**src/rtl/dft64_sample_packer_if.sv**
```systemverilog
// dft64_sample_packer_if
// Purpose: bundles the sample-input handshake, the packed-beat bus toward
// dft64 and the done/status lines of dft64_sample_packer.
// Signals:
//   s_sample  signed Q8.8 input sample
//   s_valid   s_sample valid
//   s_ready   packer accepts a sample this cycle
//   samples   packed 128-bit beat (first sample of the beat in [127:112])
//   rel       samples valid for dft64, one cycle per beat
//   calculate frame in progress, enables dft64
//   done      dft64 result ready
//   frame_ok  one-cycle pulse when done ends a frame
//   err       one-cycle pulse on timeout
// Modports:
//   master  the packer side, which produces beats for dft64
//   slave   the environment side, which supplies samples and done
interface dft64_sample_packer_if;
  logic signed [15:0] s_sample;
  logic               s_valid;
  logic               s_ready;
  logic [127:0]       samples;
  logic               rel;
  logic               calculate;
  logic               done;
  logic               frame_ok;
  logic               err;

  modport master (
    input  s_sample, s_valid, done,
    output s_ready, samples, rel, calculate, frame_ok, err
  );

  modport slave (
    output s_sample, s_valid, done,
    input  s_ready, samples, rel, calculate, frame_ok, err
  );
endinterface

```
**src/rtl/dft64_sample_packer.sv**
```systemverilog
// dft64_sample_packer
// Purpose: front-end feeder for dft64. Accepts a serial stream of signed
// 16-bit samples, packs eight consecutive samples into one 128-bit beat,
// issues BEATS beats per 64-point frame, then holds off new input until
// dft64 raises done or TIMEOUT cycles expire.
// Parameters:
//   TIMEOUT  max cycles to wait for done after the last beat of a frame
//   BEATS    beats per frame (8 for dft64)
// Ports:
//   clk      sole clock, rising edge
//   sreset   synchronous active-high reset
//   bus      dft64_sample_packer_if.master (handshake, beat bus, status)
module dft64_sample_packer #(
  parameter int TIMEOUT = 6,
  parameter int BEATS   = 8
) (
  input logic                   clk,
  input logic                   sreset,
  dft64_sample_packer_if.master bus
);

  localparam int WW = $clog2(TIMEOUT + 1);

  typedef enum logic {
    FILL,
    WAIT_DONE
  } state_t;

  state_t         state;
  // Only the seven most recent samples need to be kept: the eighth arrives
  // on the accepting cycle and is concatenated directly into the beat.
  logic [111:0]   sh;
  logic [2:0]     scnt;
  logic [2:0]     bcnt;
  logic [WW-1:0]  wcnt;
  logic [127:0]   samples_r;
  logic           rel_r;
  logic           calculate_r;
  logic           frame_ok_r;
  logic           err_r;
  logic           accept;

  // Input is accepted whenever the packer is filling; ready depends only on
  // the state so it never combinationally follows s_valid.
  assign bus.s_ready = (state == FILL);
  assign accept      = bus.s_valid && (state == FILL);

  assign bus.samples   = samples_r;
  assign bus.rel       = rel_r;
  assign bus.calculate = calculate_r;
  assign bus.frame_ok  = frame_ok_r;
  assign bus.err       = err_r;

  // Main controller. In FILL each accepted sample shifts into the history
  // register; every eighth one completes a beat that is registered onto
  // samples with a one-cycle rel. The last beat of a frame moves to
  // WAIT_DONE, where done ends the frame, or the wait counter expires and
  // flags err. done is checked before the timeout so it wins a tie.
  // rel, frame_ok and err default low each cycle so they are single pulses.
  always_ff @(posedge clk) begin
    if (sreset) begin
      state       <= FILL;
      sh          <= '0;
      scnt        <= '0;
      bcnt        <= '0;
      wcnt        <= '0;
      samples_r   <= '0;
      rel_r       <= 1'b0;
      calculate_r <= 1'b0;
      frame_ok_r  <= 1'b0;
      err_r       <= 1'b0;
    end else begin
      rel_r      <= 1'b0;
      frame_ok_r <= 1'b0;
      err_r      <= 1'b0;
      case (state)
        FILL: begin
          if (accept) begin
            sh <= {sh[95:0], bus.s_sample};
            if (scnt == 3'd0 && bcnt == 3'd0) begin
              calculate_r <= 1'b1;
            end
            if (scnt == 3'd7) begin
              samples_r <= {sh, bus.s_sample};
              rel_r     <= 1'b1;
              scnt      <= 3'd0;
              if (bcnt == 3'(BEATS - 1)) begin
                bcnt  <= 3'd0;
                wcnt  <= '0;
                state <= WAIT_DONE;
              end else begin
                bcnt <= bcnt + 3'd1;
              end
            end else begin
              scnt <= scnt + 3'd1;
            end
          end
        end
        WAIT_DONE: begin
          if (bus.done) begin
            frame_ok_r  <= 1'b1;
            calculate_r <= 1'b0;
            state       <= FILL;
          end else if (wcnt == WW'(TIMEOUT - 1)) begin
            err_r       <= 1'b1;
            calculate_r <= 1'b0;
            state       <= FILL;
          end else begin
            wcnt <= wcnt + WW'(1);
          end
        end
        default: state <= FILL;
      endcase
    end
  end

endmodule
```
**src/flat_wrapper.sv**
```systemverilog
// flat-port wrapper written by rule: the top's interface ports become plain ports
module dft64_sample_packer_flat 
#(
  parameter int TIMEOUT = 6,
  parameter int BEATS   = 8
)
  (clk, sreset, bus_s_sample, bus_s_valid, bus_done, bus_s_ready, bus_samples, bus_rel, bus_calculate, bus_frame_ok, bus_err);
  dft64_sample_packer_if bus_i ();
  input logic clk;
  input logic sreset;
  input wire logic [$bits(bus_i.s_sample)-1:0] bus_s_sample;
  input wire logic [$bits(bus_i.s_valid)-1:0] bus_s_valid;
  input wire logic [$bits(bus_i.done)-1:0] bus_done;
  output wire logic [$bits(bus_i.s_ready)-1:0] bus_s_ready;
  output wire logic [$bits(bus_i.samples)-1:0] bus_samples;
  output wire logic [$bits(bus_i.rel)-1:0] bus_rel;
  output wire logic [$bits(bus_i.calculate)-1:0] bus_calculate;
  output wire logic [$bits(bus_i.frame_ok)-1:0] bus_frame_ok;
  output wire logic [$bits(bus_i.err)-1:0] bus_err;
  assign bus_i.s_sample = bus_s_sample;
  assign bus_i.s_valid = bus_s_valid;
  assign bus_i.done = bus_done;
  assign bus_s_ready = bus_i.s_ready;
  assign bus_samples = bus_i.samples;
  assign bus_rel = bus_i.rel;
  assign bus_calculate = bus_i.calculate;
  assign bus_frame_ok = bus_i.frame_ok;
  assign bus_err = bus_i.err;
  dft64_sample_packer #(.TIMEOUT(TIMEOUT), .BEATS(BEATS)) u_core (.clk(clk), .sreset(sreset), .bus(bus_i));
endmodule
```
**config.mk**
```make
export PLATFORM = sky130hd
export DESIGN_NAME = dft64_sample_packer_flat
export DESIGN_NICKNAME = d
export VERILOG_FILES = /design/src/rtl/dft64_sample_packer_if.sv /design/src/rtl/dft64_sample_packer.sv /design/src/flat_wrapper.sv
export SDC_FILE = /design/constraint.sdc
export NUM_CORES = 1
export LEC_CHECK = 0
export BUFFER_PORTS_ARGS = -buffer_cell sky130_fd_sc_hd__buf_2
export CAP_MARGIN = 30
export CORE_AREA = 10 10 102 172
export CTS_BUF_LIST = sky130_fd_sc_hd__clkbuf_8
export CTS_CLUSTER_DIAMETER = 30
export DETAILED_ROUTE_END_ITERATION = 8
export DIE_AREA = 0 0 112 182
export GPL_ROUTABILITY_DRIVEN = 0
export GPL_TIMING_DRIVEN = 0
export PLACE_DENSITY = 0.88
export SYNTH_ARGS = -nofsm -noshare
export SYNTH_HDL_FRONTEND = slang
export SYNTH_SLANG_ARGS = --single-unit
```
**constraint.sdc**
```tcl
create_clock -name clk -period 3.4 [get_ports clk]
set_input_delay 0.51 -clock clk [delete_from_list [all_inputs] [get_ports clk]]
set_output_delay 0.51 -clock clk [all_outputs]
set_load 0.01 [all_outputs]
```
==> impl_table.tex, run 1 <==
\begin{tabular}{lr}
\hline
Metric & Value \\
\hline
\multicolumn{2}{l}{\textbf{Outcome}} \\
Run status & finished, final reports clean \\
\multicolumn{2}{l}{\textbf{Worst setup path}} \\
Cell at the slowest stage of the critical path & dfxtp\_1 \\
Critical path class & reg -> reg \\
Signal arrival time at the worst endpoint & 2.42 ns \\
FF-to-FF End & u\_core.bus.samples[26] \\
FF-to-FF Start & u\_core.scnt[0] \\
Cell chain of the critical path & ha\_1 -> ha\_1 -> nand3b\_1 -> buf\_4 -> buf\_2 -> nand2\_1 -> a21oi\_1 \\
Critical path's largest stage delay & 0.34 ns \\
Critical-path maximum fanout & 10 \\
Crit. End Element & flip-flop \\
Required time worst endpoint & 3.82 ns \\
Kind of launch point of the worst setup path & flip-flop \\
Reg2Reg Depth & 7 \\
Register-to-register setup slack & 1.40 ns \\
Library cell appearing most often on the critical path & ha\_1 \\
\multicolumn{2}{l}{\textbf{Final layout}} \\
Area growth, synth to finish & 20.04\% \\
Net count, final & 1335 \\
Antenna Diode Count & 0 \\
Non-Filler Cell Area, Final & 10680 um\^{}2 \\
Layout filler cell count & 1141 \\
Final cell count without fillers & 1514 \\
Fraction of layout instances using a drive strength above 1 & 19.61\% \\
\multicolumn{2}{l}{\textbf{Die}} \\
Placeable Area & 14690 um\^{}2 \\
Initial Util & 60.55\% \\
DIE AREA & 20380 um\^{}2 \\
X dimension of the die & 112 um \\
Site Rows & 59 \\
Num ports & 153 \\
Die outline height & 182 um \\
\multicolumn{2}{l}{\textbf{STA}} \\
Setup slack after layout & 1.398 ns \\
Number of max-slew violations in the final report & 0 \\
Measured slew at the worst slew-check pin & 0.5922 ns \\
Final setup violation count & 0 \\
Post-route minimum period & 2.002 ns \\
Period Utilization, post-route & 58.87\% \\
Final Hold Vio Count & 0 \\
Max-Slew Margin vs Limit & 60.52\% \\
Worst Hold Slack & 0.2261 ns \\
Clock Skews & 0.01310 ns \\
Unrepaired setup endpoints after global routing & false \\
Sum Neg Setup Slack & 0 ns \\
Fmax achieved & 499.6 MHz \\
\multicolumn{2}{l}{\textbf{Global routing}} \\
Antenna violations before repair & 0 \\
First-pass GRT wire length & 40.81 mm \\
GRT Residual Overflow & 0 \\
Number of global-route vias before repair & 8496 \\
Pin count of the biggest net entering global routing & 12 \\
Tot GR Track Use & 24.18\% \\
\multicolumn{2}{l}{\textbf{Flow run}} \\
Max Cap Viol & 0 \\
\multicolumn{2}{l}{\textbf{Synth}} \\
Synthesized netlist net count & 1147 \\
Flip-flop cell with the highest count after synthesis & dfxtp\_1 \\
Library cell occupying the most area in the post-synthesis netlist & dfxtp\_1 \\
Share of the synthesized area in the top cell type & 57.17\% \\
Unique masters post-synth & 26 \\
Post-synthesis register bit count & 254 \\
Gate Count Post-Synth & 1118 \\
Mean Syn Cell Area & 7.956 um\^{}2 \\
Share of synthesized registers carrying an async set or reset & 0\% \\
Commonest cells in the netlist & 493 x nand2\_1, 254 x dfxtp\_1, 248 x a21oi\_1 \\
Warning count from the yosys run & 0 \\
Post-synth EDFFs & 0 \\
Most repeated cell in the gate-level netlist after synthesis & nand2\_1 \\
Area of the mapped netlist & 8895 um\^{}2 \\
Cell types occupying the most area after synthesis & dfxtp\_1 57\%, nand2\_1 21\%, a21oi\_1 14\% \\
Portion of the post-synthesis area used by sequential elements & 57.17\% \\
\multicolumn{2}{l}{\textbf{CTS}} \\
Clock latency reported for the late side of the worst-skew pair & 0.51 ns \\
Master cell of the clock root buffer & clkbuf\_8 \\
CTS sink cnt & 254 \\
H-Tree Level Count & 2 \\
Worst-path clk slew & 0.07 ns \\
Number of buffers added for setup after CTS & 0 \\
TritonCTS clock tree & yes \\
PostCTS Resize Cnt & 0 \\
Inserted Clock Buffers & 35 \\
Hold-fix buffers, CTS & 0 \\
Buffer levels on the longest clock path & 3 \\
\multicolumn{2}{l}{\textbf{Place}} \\
Setup WS pre-CTS & 1.447 ns \\
Instance area after placement & 9879 um\^{}2 \\
Port Buffer Count & 151 \\
Detailed Place HPWL & 18.80 mm \\
Instance count after placement with tap cells included & 1452 \\
\multicolumn{2}{l}{\textbf{Pwr}} \\
Worst IR drop on VDD & 349.2 uV \\
Power density over cell area & 544.0 nW/um\^{}2 \\
Leakage power & 4.218 nW \\
\multicolumn{2}{l}{\textbf{Hold path}} \\
Hold depth & 2 \\
Tightest Hold Check Type & in -> reg \\
Origin of the worst min-delay path & bus\_done \\
Hold Path Sink & u\_core.bus.err \\
\multicolumn{2}{l}{\textbf{Routing}} \\
Via density per instance & 5.468 \\
Routed wire length per instance & 16.95 um \\
Drc violations & 0 \\
Length of the first detailed-routing pass in iterations & 5 \\
Starting DRC count in detailed routing & 411 \\
Remaining antenna violation count & 0 \\
Total routed wirelength & 25.67 mm \\
Number of vias after detailed routing & 8279 \\
\hline
\end{tabular}
-- worst max-delay path, delay by kind of cell (launching register included) --
family	cells	cell delay (ns)
fa+ha+maj	2	0.47
simple gates	2	0.36
flops	1	0.34
buf+inv	2	0.55
compound gates	1	0.19
-- sequential cells by signal (all words and copies together) (netlist names) --
signal	count
u_core.bus.samples	128
u_core.sh	112
u_core.bcnt	3
u_core.scnt	3
u_core.wcnt	3
u_core.bus.calculate	1
u_core.bus.err	1
u_core.bus.frame_ok	1
u_core.bus.rel	1
u_core.state	1
-- report_power, final --
group	internal [W]	switching, W
Combinational	0.0000480	0.000128
Clock	0.00147	0.00114
Sequential	0.00300	0.0000264
-- cell families (layout without fill, tap and decap cells) --
group | Yosys count | count (layout) | synth area share [%]
adders and majority gates | 9 | 9 | 1.266
buffers and inverters | 90 | 303 | 4.980
AOI/OAI and AO/OA | 255 | 255 | 14.53
and+or+nand+nor | 508 | 508 | 21.83
muxes | 2 | 2 | 0.2251
DFF | 254 | 254 | 57.17
-- per-stage QoR --
step	util, %	total power [W]
after floorplan	-	0.003195
after global placement	67.25	0.003261
after detailed placement	67.25	0.003264
after CTS	72.69	0.005818
after global routing	72.69	0.005952
final	72.69	0.005809
-- layer usage --
| metal | track usage [%] | vias to the layer above | part of all wire, % |
|---|---|---|---|
| li1 | - | 3969 | - |
| met1 | 21.52 | 3851 | 33 |
| met2 | 46.26 | 344 | 54 |
| met3 | 6.007 | 115 | 6.5 |
| met4 | 15.65 | 0 | 6.4 |
| met5 | 0 | - | 0 |
-- worst max-delay path by stage --
stage / startpoint / to / slack, ns
after floorplan: u_core.scnt[0] / u_core.bus.samples[108] / 1.84
after global placement: sreset / u_core.bus.samples[120] / 1.48
after detailed placement: sreset / u_core.bus.samples[36] / 1.45
after CTS: u_core.scnt[0] / u_core.bus.samples[26] / 1.42
after global routing: u_core.scnt[0] / u_core.bus.samples[26] / 1.30
final: u_core.scnt[0] / u_core.bus.samples[26] / 1.40
-- layout make-up --
class	count	area, um^2	area share [%]
Clock inverter	15	151.4	1.418
Sequential cell	254	5085	47.62
Inverter	7	26.28	0.2461
Clock buffer	47	646.9	6.058
Timing Repair Buffer	151	755.7	7.078
Tap cell	183	229.0	2.144
Buffer	83	416.7	3.902
Multi-Input combinational cell	774	3367	31.53
-- layout by cell type, fill, tap and decap left out, types with 2 or more instances in the layout --
cell / synthesis / layout
buf_4: 10 / 10
clkinvlp_4: 0 / 2
inv_1: 7 / 13
buf_2: 42 / 193
o21ai_0: 2 / 2
clkinv_2: 0 / 3
bufinv_16: 0 / 3
buf_6: 2 / 2
nand2_1: 493 / 493
dfxtp_1: 254 / 254
buf_1: 2 / 2
clkbuf_8: 0 / 47
o32ai_1: 2 / 2
ha_1: 9 / 9
clkbuf_1: 27 / 27
a21oi_1: 248 / 248
and3_1: 2 / 2
nor2_1: 4 / 4
nand3b_1: 2 / 2
mux2i_1: 2 / 2
Power figures use the tool's default switching activity.
==> run 2, diff against run 1 <==
CORE_AREA = 10 10 105 177   (was 10 10 102 172)
DIE_AREA = 0 0 115 187   (was 0 0 112 182)
PLACE_DENSITY = 0.83   (was 0.88)
clock period = 2.06 ns   (was 3.4 ns; I/O delays follow)
==> impl_table.tex, run 2 (synthesized netlist as in run 1, its figures left out) <==
\begin{tabular}{lr}
\hline
Metric & Value \\
\hline
\multicolumn{2}{l}{\textbf{Pwr}} \\
Total power draw & 0.009621 W \\
Switching Fraction & 22.07\% \\
Worst IR drop on VDD & 645.9 uV \\
Leakage power & 4.223 nW \\
Power density over cell area & 898.8 nW/um\^{}2 \\
Clock network fraction of total power & 45.1\% \\
Net switching power & 0.002123 W \\
Register share of total power & 51.9\% \\
Relative contribution of combinational cells to total power & 3.0\% \\
Cell internal power dissipation & 0.007498 W \\
\multicolumn{2}{l}{\textbf{STA}} \\
Post-route minimum period & 1.897 ns \\
Max-Slew Margin vs Limit & 58.70\% \\
Number of max-slew violations in the final report & 0 \\
Clock Skews & 0.02079 ns \\
Unrepaired setup endpoints after global routing & false \\
Final Hold Vio Count & 0 \\
Measured slew at the worst slew-check pin & 0.6195 ns \\
Setup slack after layout & 0.1632 ns \\
Period Utilization, post-route & 92.08\% \\
Final setup violation count & 0 \\
Sum Neg Setup Slack & 0 ns \\
Fmax achieved & 527.2 MHz \\
\multicolumn{2}{l}{\textbf{Routing}} \\
Routed wire length per instance & 16.56 um \\
Number of vias after detailed routing & 8065 \\
Drc violations & 0 \\
Via density per instance & 5.299 \\
Length of the first detailed-routing pass in iterations & 4 \\
Total routed wirelength & 25.20 mm \\
Remaining antenna violation count & 0 \\
Starting DRC count in detailed routing & 308 \\
\multicolumn{2}{l}{\textbf{Worst setup path}} \\
Register-to-register setup slack & 0.16 ns \\
Crit. End Element & flip-flop \\
Critical path's largest stage delay & 0.39 ns \\
Buffers and inverters on the worst path & 3 \\
Cell chain of the critical path & ha\_1 -> ha\_1 -> and3b\_1 -> buf\_2 -> buf\_6 -> buf\_2 -> nand2\_1 -> a21oi\_1 \\
Crit path max-delay family & buffers and inverters \\
Kind of launch point of the worst setup path & flip-flop \\
Required time worst endpoint & 2.50 ns \\
Critical path class & reg -> reg \\
Critical-path maximum fanout & 10 \\
Cell at the slowest stage of the critical path & dfxtp\_1 \\
Signal arrival time at the worst endpoint & 2.33 ns \\
\multicolumn{2}{l}{\textbf{Die}} \\
X dimension of the die & 115 um \\
Initial Util & 56.57\% \\
Placeable Area & 15720 um\^{}2 \\
DIE AREA & 21510 um\^{}2 \\
Site Rows & 61 \\
Num ports & 153 \\
Die outline height & 187 um \\
\multicolumn{2}{l}{\textbf{Final layout}} \\
Combined flip-flop and latch cell area & 5085 um\^{}2 \\
Layout filler cell count & 1326 \\
Flip-flop count of the largest register after layout & 128 \\
Most frequent standard cell in the layout excluding fill and tap cells & nand2\_1 \\
Non-Filler Cell Area, Final & 10700 um\^{}2 \\
Multi-input gate area & 3367 um\^{}2 \\
Commonest non-fill, non-tap cells in the layout & 493 x nand2\_1, 254 x dfxtp\_1, 248 x a21oi\_1 \\
Net count, final & 1336 \\
Fraction of layout instances using a drive strength above 1 & 19.67\% \\
Area growth, synth to finish & 20.34\% \\
\multicolumn{2}{l}{\textbf{CTS}} \\
Buffer levels on the longest clock path & 3 \\
CTS sink cnt & 254 \\
Master cell of the clock root buffer & clkbuf\_8 \\
Clock latency reported for the late side of the worst-skew pair & 0.51 ns \\
H-Tree Level Count & 2 \\
Hold-fix buffers, CTS & 0 \\
Number of buffers added for setup after CTS & 0 \\
PostCTS Resize Cnt & 0 \\
TritonCTS clock tree & yes \\
Worst-path clk slew & 0.07 ns \\
Inserted Clock Buffers & 36 \\
\multicolumn{2}{l}{\textbf{Hold path}} \\
Tightest Hold Check Type & in -> reg \\
\multicolumn{2}{l}{\textbf{Place}} \\
Port Buffer Count & 151 \\
Instance area after placement & 9887 um\^{}2 \\
Setup WS pre-CTS & 0.1325 ns \\
Detailed Place HPWL & 18.74 mm \\
\multicolumn{2}{l}{\textbf{Global routing}} \\
Antenna violations before repair & 1 \\
Tot GR Track Use & 22.53\% \\
Number of global-route vias before repair & 7924 \\
GRT Residual Overflow & 0 \\
Pin count of the biggest net entering global routing & 12 \\
First-pass GRT wire length & 39.38 mm \\
\multicolumn{2}{l}{\textbf{Outcome}} \\
Run status & finished, final reports clean \\
\multicolumn{2}{l}{\textbf{Flow run}} \\
Max Cap Viol & 0 \\
\hline
\end{tabular}
## run 2: cell count changes in the layout (fill, tap and decap cells not counted)
cell	delta
clkinvlp_4	+1
diode_2	+1
buf_4	-1
clkbuf_8	+1
buf_6	+1
clkinv_4	-1
## run 2: area by class of cell
| type | count | share of cell area [%] |
|---|---|---|
| sequential | 254 | 47.50 |
| antenna | 1 | 0.02338 |
| multi-input combinational | 774 | 31.46 |
| timing repair buffer | 151 | 7.060 |
| clock buffer | 48 | 6.172 |
| inverter | 7 | 0.2455 |
| buffer | 83 | 3.928 |
| clock inverter | 15 | 1.403 |
| tap | 189 | 2.209 |
## run 2: power groups by stage
stage                     combinational [W]  sequential, W  clock [W]
after floorplan                    0.000190        0.00508          0
after global placement             0.000283        0.00510          0
after detailed placement           0.000288        0.00510          0
after CTS                          0.000290        0.00499    0.00437
after global routing               0.000323        0.00499    0.00458
final                              0.000291        0.00499    0.00434
## run 2: final timing paths
path | startpoint | endpoint | depth (start not counted)
setup / recovery | u_core.scnt[0] | u_core.bus.samples[111] | 8
hold / removal | bus_done | u_core.bus.err | 2
setup reg to reg | u_core.scnt[0] | u_core.bus.samples[111] | 8
hold reg to reg | u_core.bus.samples[102] | u_core.bus.samples[102] | 2
## run 2: through the flow
| stage | util, % | std cells | hold WS (ns) |
|---|---|---|---|
| final | 68.08 | 1522 | 0.01021 |
| after floorplan | - | 1118 | 0.3848 |
| after global placement | 62.88 | 1458 | 0.4357 |
| after detailed placement | 62.88 | 1458 | 0.4432 |
| after CTS | 68.04 | 1521 | 0.0009021 |
| after global routing | 68.08 | 1522 | 0.003738 |
## run 2: per-layer routing
layer	global-route usage, %	vias to the layer above	routed length [um]
met3	5.267	84	1498
li1	-	3985	-
met1	21.29	3733	8609
met5	0	-	0
met4	12.72	0	1304
met2	42.02	263	13790
## run 2: worst register-to-register path, cell delays in order (launching register included)
cell and delay (ns):
dfxtp_1 0.39, ha_1 0.20, ha_1 0.21, and3b_1 0.16, buf_2 0.16, buf_6 0.21
buf_2 0.25, nand2_1 0.11, a21oi_1 0.15
